File: src/rtl/scpad_types_pkg.sv
// Shared scratchpad geometry plus the tile sequencer's state and request types.
// The tile request struct matches the field set latched on acceptance.
package scpad_types_pkg;

   localparam int NUM_COLS        = 32;
   localparam int MAX_DIM_WIDTH   = 5;
   localparam int ROW_IDX_WIDTH   = 5;
   localparam int SPAD_ADDR_WIDTH = 10;
   localparam int TAG_WIDTH       = 4;

   localparam logic [MAX_DIM_WIDTH:0] MAX_DIM = (MAX_DIM_WIDTH+1)'(NUM_COLS);

   typedef enum logic [1:0] {
      IDLE,
      ISSUE,
      DONE
   } tile_seq_state_t;

   typedef struct packed {
      logic                       row_or_col;
      logic [SPAD_ADDR_WIDTH-1:0] spad_addr;
      logic [MAX_DIM_WIDTH:0]     num_rows;
      logic [MAX_DIM_WIDTH:0]     num_cols;
      logic [TAG_WIDTH-1:0]       tag;
   } tile_req_t;

   function automatic logic dim_legal(input logic [MAX_DIM_WIDTH:0] dim);
      return (dim != '0) && (dim <= MAX_DIM);
   endfunction

   // One beat per row in row-major mode, one per column otherwise.
   function automatic logic [MAX_DIM_WIDTH:0] beat_count(input tile_req_t req);
      return req.row_or_col ? req.num_rows : req.num_cols;
   endfunction

endpackage

File: src/rtl/scpad_tile_seq.sv
// Tile sequencer: expands one tile request into per-row or per-column beats
// for the address mapper, then reports completion, abort or error.
//
//   state | meaning
//   IDLE  | waiting for a tile request, req_ready high
//   ISSUE | presenting beats, index advances on each handshake
//   DONE  | one-cycle done pulse with tag/err/aborted, then back to IDLE
module scpad_tile_seq
   import scpad_types_pkg::*;
(
   input  logic                       CLK,
   input  logic                       RST,
   input  logic                       req_valid,
   output logic                       req_ready,
   input  logic                       req_row_or_col,
   input  logic [SPAD_ADDR_WIDTH-1:0] req_spad_addr,
   input  logic [MAX_DIM_WIDTH:0]     req_num_rows,
   input  logic [MAX_DIM_WIDTH:0]     req_num_cols,
   input  logic [TAG_WIDTH-1:0]       req_tag,
   input  logic                       abort,
   output logic                       beat_valid,
   input  logic                       beat_ready,
   output logic                       beat_row_or_col,
   output logic [SPAD_ADDR_WIDTH-1:0] beat_spad_addr,
   output logic [MAX_DIM_WIDTH:0]     beat_num_rows,
   output logic [MAX_DIM_WIDTH:0]     beat_num_cols,
   output logic [MAX_DIM_WIDTH-1:0]   beat_row_id,
   output logic [MAX_DIM_WIDTH-1:0]   beat_col_id,
   output logic                       beat_last,
   output logic [TAG_WIDTH-1:0]       beat_tag,
   output logic                       done_valid,
   output logic [TAG_WIDTH-1:0]       done_tag,
   output logic                       done_err,
   output logic                       done_aborted,
   output logic                       busy
);

   tile_seq_state_t        state_q, state_d;
   logic [MAX_DIM_WIDTH:0] idx_q, idx_d;
   tile_req_t              req_q, req_d;
   logic                   err_q, err_d;
   logic                   aborted_q, aborted_d;

   tile_req_t              req_in;
   logic [MAX_DIM_WIDTH:0] last_idx;
   logic                   is_last;

   assign req_in = '{row_or_col: req_row_or_col,
                     spad_addr:  req_spad_addr,
                     num_rows:   req_num_rows,
                     num_cols:   req_num_cols,
                     tag:        req_tag};

   assign last_idx = beat_count(req_q) - (MAX_DIM_WIDTH+1)'(1);
   assign is_last  = (idx_q == last_idx);

   always_ff @(posedge CLK) begin
      if (RST) begin
         state_q   <= IDLE;
         idx_q     <= '0;
         req_q     <= '0;
         err_q     <= 1'b0;
         aborted_q <= 1'b0;
      end else begin
         state_q   <= state_d;
         idx_q     <= idx_d;
         req_q     <= req_d;
         err_q     <= err_d;
         aborted_q <= aborted_d;
      end
   end

   always_comb begin
      state_d         = state_q;
      idx_d           = idx_q;
      req_d           = req_q;
      err_d           = err_q;
      aborted_d       = aborted_q;
      req_ready       = 1'b0;
      beat_valid      = 1'b0;
      beat_row_or_col = 1'b0;
      beat_spad_addr  = '0;
      beat_num_rows   = '0;
      beat_num_cols   = '0;
      beat_row_id     = '0;
      beat_col_id     = '0;
      beat_last       = 1'b0;
      beat_tag        = '0;
      done_valid      = 1'b0;
      done_tag        = '0;
      done_err        = 1'b0;
      done_aborted    = 1'b0;
      busy            = (state_q != IDLE);

      case (state_q)
         IDLE: begin
            req_ready = 1'b1;
            err_d     = 1'b0;
            aborted_d = 1'b0;
            if (req_valid) begin
               req_d = req_in;
               idx_d = '0;
               if (dim_legal(req_num_rows) && dim_legal(req_num_cols)) begin
                  state_d = ISSUE;
               end else begin
                  err_d   = 1'b1;
                  state_d = DONE;
               end
            end
         end

         ISSUE: begin
            beat_valid      = 1'b1;
            beat_row_or_col = req_q.row_or_col;
            beat_spad_addr  = req_q.spad_addr;
            beat_num_rows   = req_q.num_rows;
            beat_num_cols   = req_q.num_cols;
            beat_tag        = req_q.tag;
            beat_last       = is_last;
            if (req_q.row_or_col) begin
               beat_row_id = idx_q[MAX_DIM_WIDTH-1:0];
            end else begin
               beat_col_id = idx_q[MAX_DIM_WIDTH-1:0];
            end
            // A last-beat handshake takes priority over a coincident abort.
            if (beat_ready && is_last) begin
               idx_d   = idx_q + (MAX_DIM_WIDTH+1)'(1);
               state_d = DONE;
            end else if (abort) begin
               aborted_d = 1'b1;
               state_d   = DONE;
            end else if (beat_ready) begin
               idx_d = idx_q + (MAX_DIM_WIDTH+1)'(1);
            end
         end

         DONE: begin
            done_valid   = 1'b1;
            done_tag     = req_q.tag;
            done_err     = err_q;
            done_aborted = aborted_q;
            idx_d        = '0;
            state_d      = IDLE;
         end

         default: begin
            state_d = IDLE;
         end
      endcase
   end

endmodule
File: config.mk
export PLATFORM = sky130hd
export DESIGN_NAME = scpad_tile_seq
export DESIGN_NICKNAME = d
export VERILOG_FILES = /design/src/rtl/scpad_types_pkg.sv /design/src/rtl/scpad_tile_seq.sv
export SDC_FILE = /design/constraint.sdc
export NUM_CORES = 1
export LEC_CHECK = 0
export ABC_AREA = 1
export BUFFER_PORTS_ARGS = -buffer_cell sky130_fd_sc_hd__buf_4
export CAP_MARGIN = 20
export CORE_ASPECT_RATIO = 0.9
export CORE_MARGIN = 4
export CORE_UTILIZATION = 23
export CTS_BUF_LIST = sky130_fd_sc_hd__clkbuf_4
export CTS_CLUSTER_DIAMETER = 150
export CTS_CLUSTER_SIZE = 8
export DETAILED_ROUTE_END_ITERATION = 7
export HOLD_SLACK_MARGIN = 0.15
export SLEW_MARGIN = 20
export SYNTH_ARGS = -nofsm -noshare
export SYNTH_HDL_FRONTEND = slang
export SYNTH_SLANG_ARGS = --single-unit
File: constraint.sdc
create_clock -name CLK -period 5.92 [get_ports CLK]
set_input_delay 0.592 -clock CLK [delete_from_list [all_inputs] [get_ports CLK]]
set_output_delay 0.592 -clock CLK [all_outputs]
set_load 0.01 [all_outputs]
==> results by group <==
Outcome
  – Status: complete, no violations

Floorplanning
  – Core Region: 8730 um^2
  – FP Rows: 32
  – Die area: 10700 um^2
  – I/O pin count: 80
  – DIE WIDTH: 109 um
  – Initial Utilization: 24.1%
  – Die height: 98.7 um

Layout
  – Register area: 741 um^2
  – Multi-input gate area: 1070 um^2
  – Layout area overhead: 35.9%
  – Design area: 2860 um^2
  – Utilization after layout: 32.7%
  – # diodes: 0
  – Fillers: 987
  – Layout Nets: 443
  – Layout cells sized above 1: 25.4%

STA
  – Minimum clock period: 3.18 ns
  – Fin. max-slew vios: 0
  – Top achievable clock speed: 314 MHz
  – Final Setup Violations: 0
  – Final period utilization: 53.7%
  – Hold Vio Cnt, Final: 0
  – Slew Limit Headroom: 39.5%
  – Clk_skew: 0.0115 ns
  – Sum Neg Setup Slack: 0 ns
  – Worst setup margin: 2.74 ns
  – Worst Tran Pin Value: 0.902 ns
  – RSZ-0062 raised after global routing: no

Hold path
  – Hold WC Path Type: in -> reg
  – WHS Path Cells: 2
  – Hold Path End: err_q$_SDFFE_PP0P_
  – Worst hold start: RST

Logic synthesis
  – Synth area leader: dfxtp_1
  – Cells taking the most area after synthesis: dfxtp_1 35%, nor2_1 11%, inv_1 9.8%
  – Mapped cell area: 2100 um^2
  – Number of synthesized flops with an enable pin: 0
  – Synth unique cells: 25
  – Synth top area share: 35.3%
  – FFs w/ async S/R, synth: 0%
  – Syn_area_per_cell: 6.23 um^2
  – Yosys warning count: 0
  – Most used DFF post-synth: dfxtp_1
  – Net Count, Synth: 371
  – #FFs+latches synth: 37
  – Sequential share of the synthesized area: 35.3%
  – Cells after Synth: 337

CTS
  – Root Buffer: clkbuf_4
  – Hold bufs inserted after CTS: 0
  – CTS tree: built
  – Clock Path Buffers: 2
  – Skew-Pair Late Insertion Delay: 0.35 ns
  – Clk slew on worst S/H paths: 0.13 ns
  – # Post-CTS Setup Buffers: 0
  – CTS Sinks: 37
  – Post-CTS sizing: 0
  – CTS Buf Count: 5
  – H-tree depth: 2

Drt
  – Initial DRT Pass Iterations: 4
  – Wire per inst: 11.5 um
  – ANT nets after route: 0
  – Via count: 2261
  – Final WL: 6090 um
  – DRC: 0
  – Via/cell ratio: 4.27
  – DR iter-0 viols: 68

Setup path
  – Critical-path top delay cell: dfxtp_1
  – Crit end category: output port
  – Flop-to-flop setup slack: 3.14 ns
  – Crit path max-delay family: simple AND/OR/NAND/NOR gates
  – Crit-path max cell delay: 0.68 ns
  – Reg-to-reg critical path startpoint: state_q[0]$_SDFFE_PP0P_
  – CP required: 5.33 ns
  – Critical Path Fanout Max: 14
  – Critical path class: reg -> out
  – CP bufs+invs: 2
  – Worst EP arrival: 2.59 ns
  – CP Cell Sequence: inv_2, nand2_1, nand2_2, ha_1, xor2_1, nand2_1, nor2_1, nand3_1, nor2_2, nand2_1, nor2_1, buf_4
  – Worst Setup Start Kind: flip-flop
  – Reg2reg end: req_q[10]$_SDFFE_PP0P_
  – Path depth of the worst reg2reg path: 6
  – Most used cell, CP: nand2_1

Global routing
  – First-pass GRT wire length: 10100 um
  – Total grt overflow: 0
  – Number of global-route vias before repair: 2251
  – Antenna violations before repair: 0
  – Total GRT Usage: 11.6%
  – Largest net degree at the start of global routing: 43

Job
  – Max Cap Violations: 0

Power and ir drop
  – VDD IR max: 75.0 uV
  – Pwr/cell area: 226 nW/um^2
  – Static leakage power: 1.36 nW

Place
  – Place WS: 3.09 ns
  – Cell Area, Placed: 2780 um^2
  – Placed wire-length estimate: 4770 um
  – IO buf count: 79
  – Final Wtd Congestion: 0.794
## layer usage
layer	GRT usage [%]	wire length, um	vias to the layer above
li1	-	-	1191
met1	13.5	2690	1004
met2	20.5	2990	57
met3	2.88	312	9
met4	3.98	104	0
met5	0	0	-
## layout make-up
| class | count | share of cell area (%) |
|---|---|---|
| Multi-Input combinational cell | 227 | 37.4 |
| Sequential cell | 37 | 25.9 |
| Timing Repair Buffer | 80 | 21.0 |
| Inverter | 58 | 7.62 |
| Tap cell | 119 | 5.21 |
| Clock inverter | 3 | 1.45 |
| Clock buffer | 5 | 1.31 |
## worst max path at each step
stage | from | to | slack (ns) | cells past startpoint
after floorplan | req_q[26]$_SDFFE_PP0P_ | beat_last | 3.64 | 12
after global placement | req_q[26]$_SDFFE_PP0P_ | beat_last | 3.12 | 12
after detailed placement | req_q[26]$_SDFFE_PP0P_ | beat_last | 3.09 | 12
after CTS | req_q[26]$_SDFFE_PP0P_ | beat_last | 2.67 | 12
after global routing | req_q[26]$_SDFFE_PP0P_ | beat_last | 2.44 | 13
final | req_q[26]$_SDFFE_PP0P_ | beat_last | 2.74 | 12
## Yosys cell counts, types with 4 or more instances
cell	count
nand2_2	10
nor3_1	5
clkbuf_1	10
o21ai_0	28
a21oi_1	37
nor2_1	63
dfxtp_1	37
nand3_1	19
xor2_1	4
inv_1	55
nand2_1	48
## stage by stage
step,total power [mW],hold WS [ns],instances
after floorplan,0.417,0.430,337
after global placement,0.470,0.442,521
after detailed placement,0.474,0.448,521
after CTS,0.653,0.387,529
after global routing,0.690,0.396,529
final,0.644,0.405,529
## where the power goes
group          switching [mW]  internal [mW]
clock network          0.0911         0.0875
registers              0.0170          0.274
logic                   0.107         0.0678
total                   0.215          0.429
## kinds of logic after synthesis
family                     count (synthesis)  synth area share [%]
AOI/OAI and AO/OA                         68                  16.7
and+or+nand+nor                          153                  31.3
xor gates and xnor gates                   4                  1.67
DFF                                       37                  35.3
buffers and inverters                     73                  13.9
adders and majority gates                  2                  1.19
## flip-flops by register name, indices dropped and copies added, names as in the netlist
register   count
aborted_q      1
err_q          1
state_q        2
req_q         27
idx_q          6
## placed cells by master (no fill, tap or decap), types with 3 or more instances in the layout
cell type / n
a21oi_1: 37
buf_4: 80
clkbuf_4: 5
clkinv_1: 3
dfxtp_1: 37
inv_1: 54
nand2_1: 48
nand2_2: 10
nand3_1: 19
nor2_1: 63
nor3_1: 5
o21ai_0: 28
xor2_1: 4
Note: power is estimated with default switching activity, not from simulation.
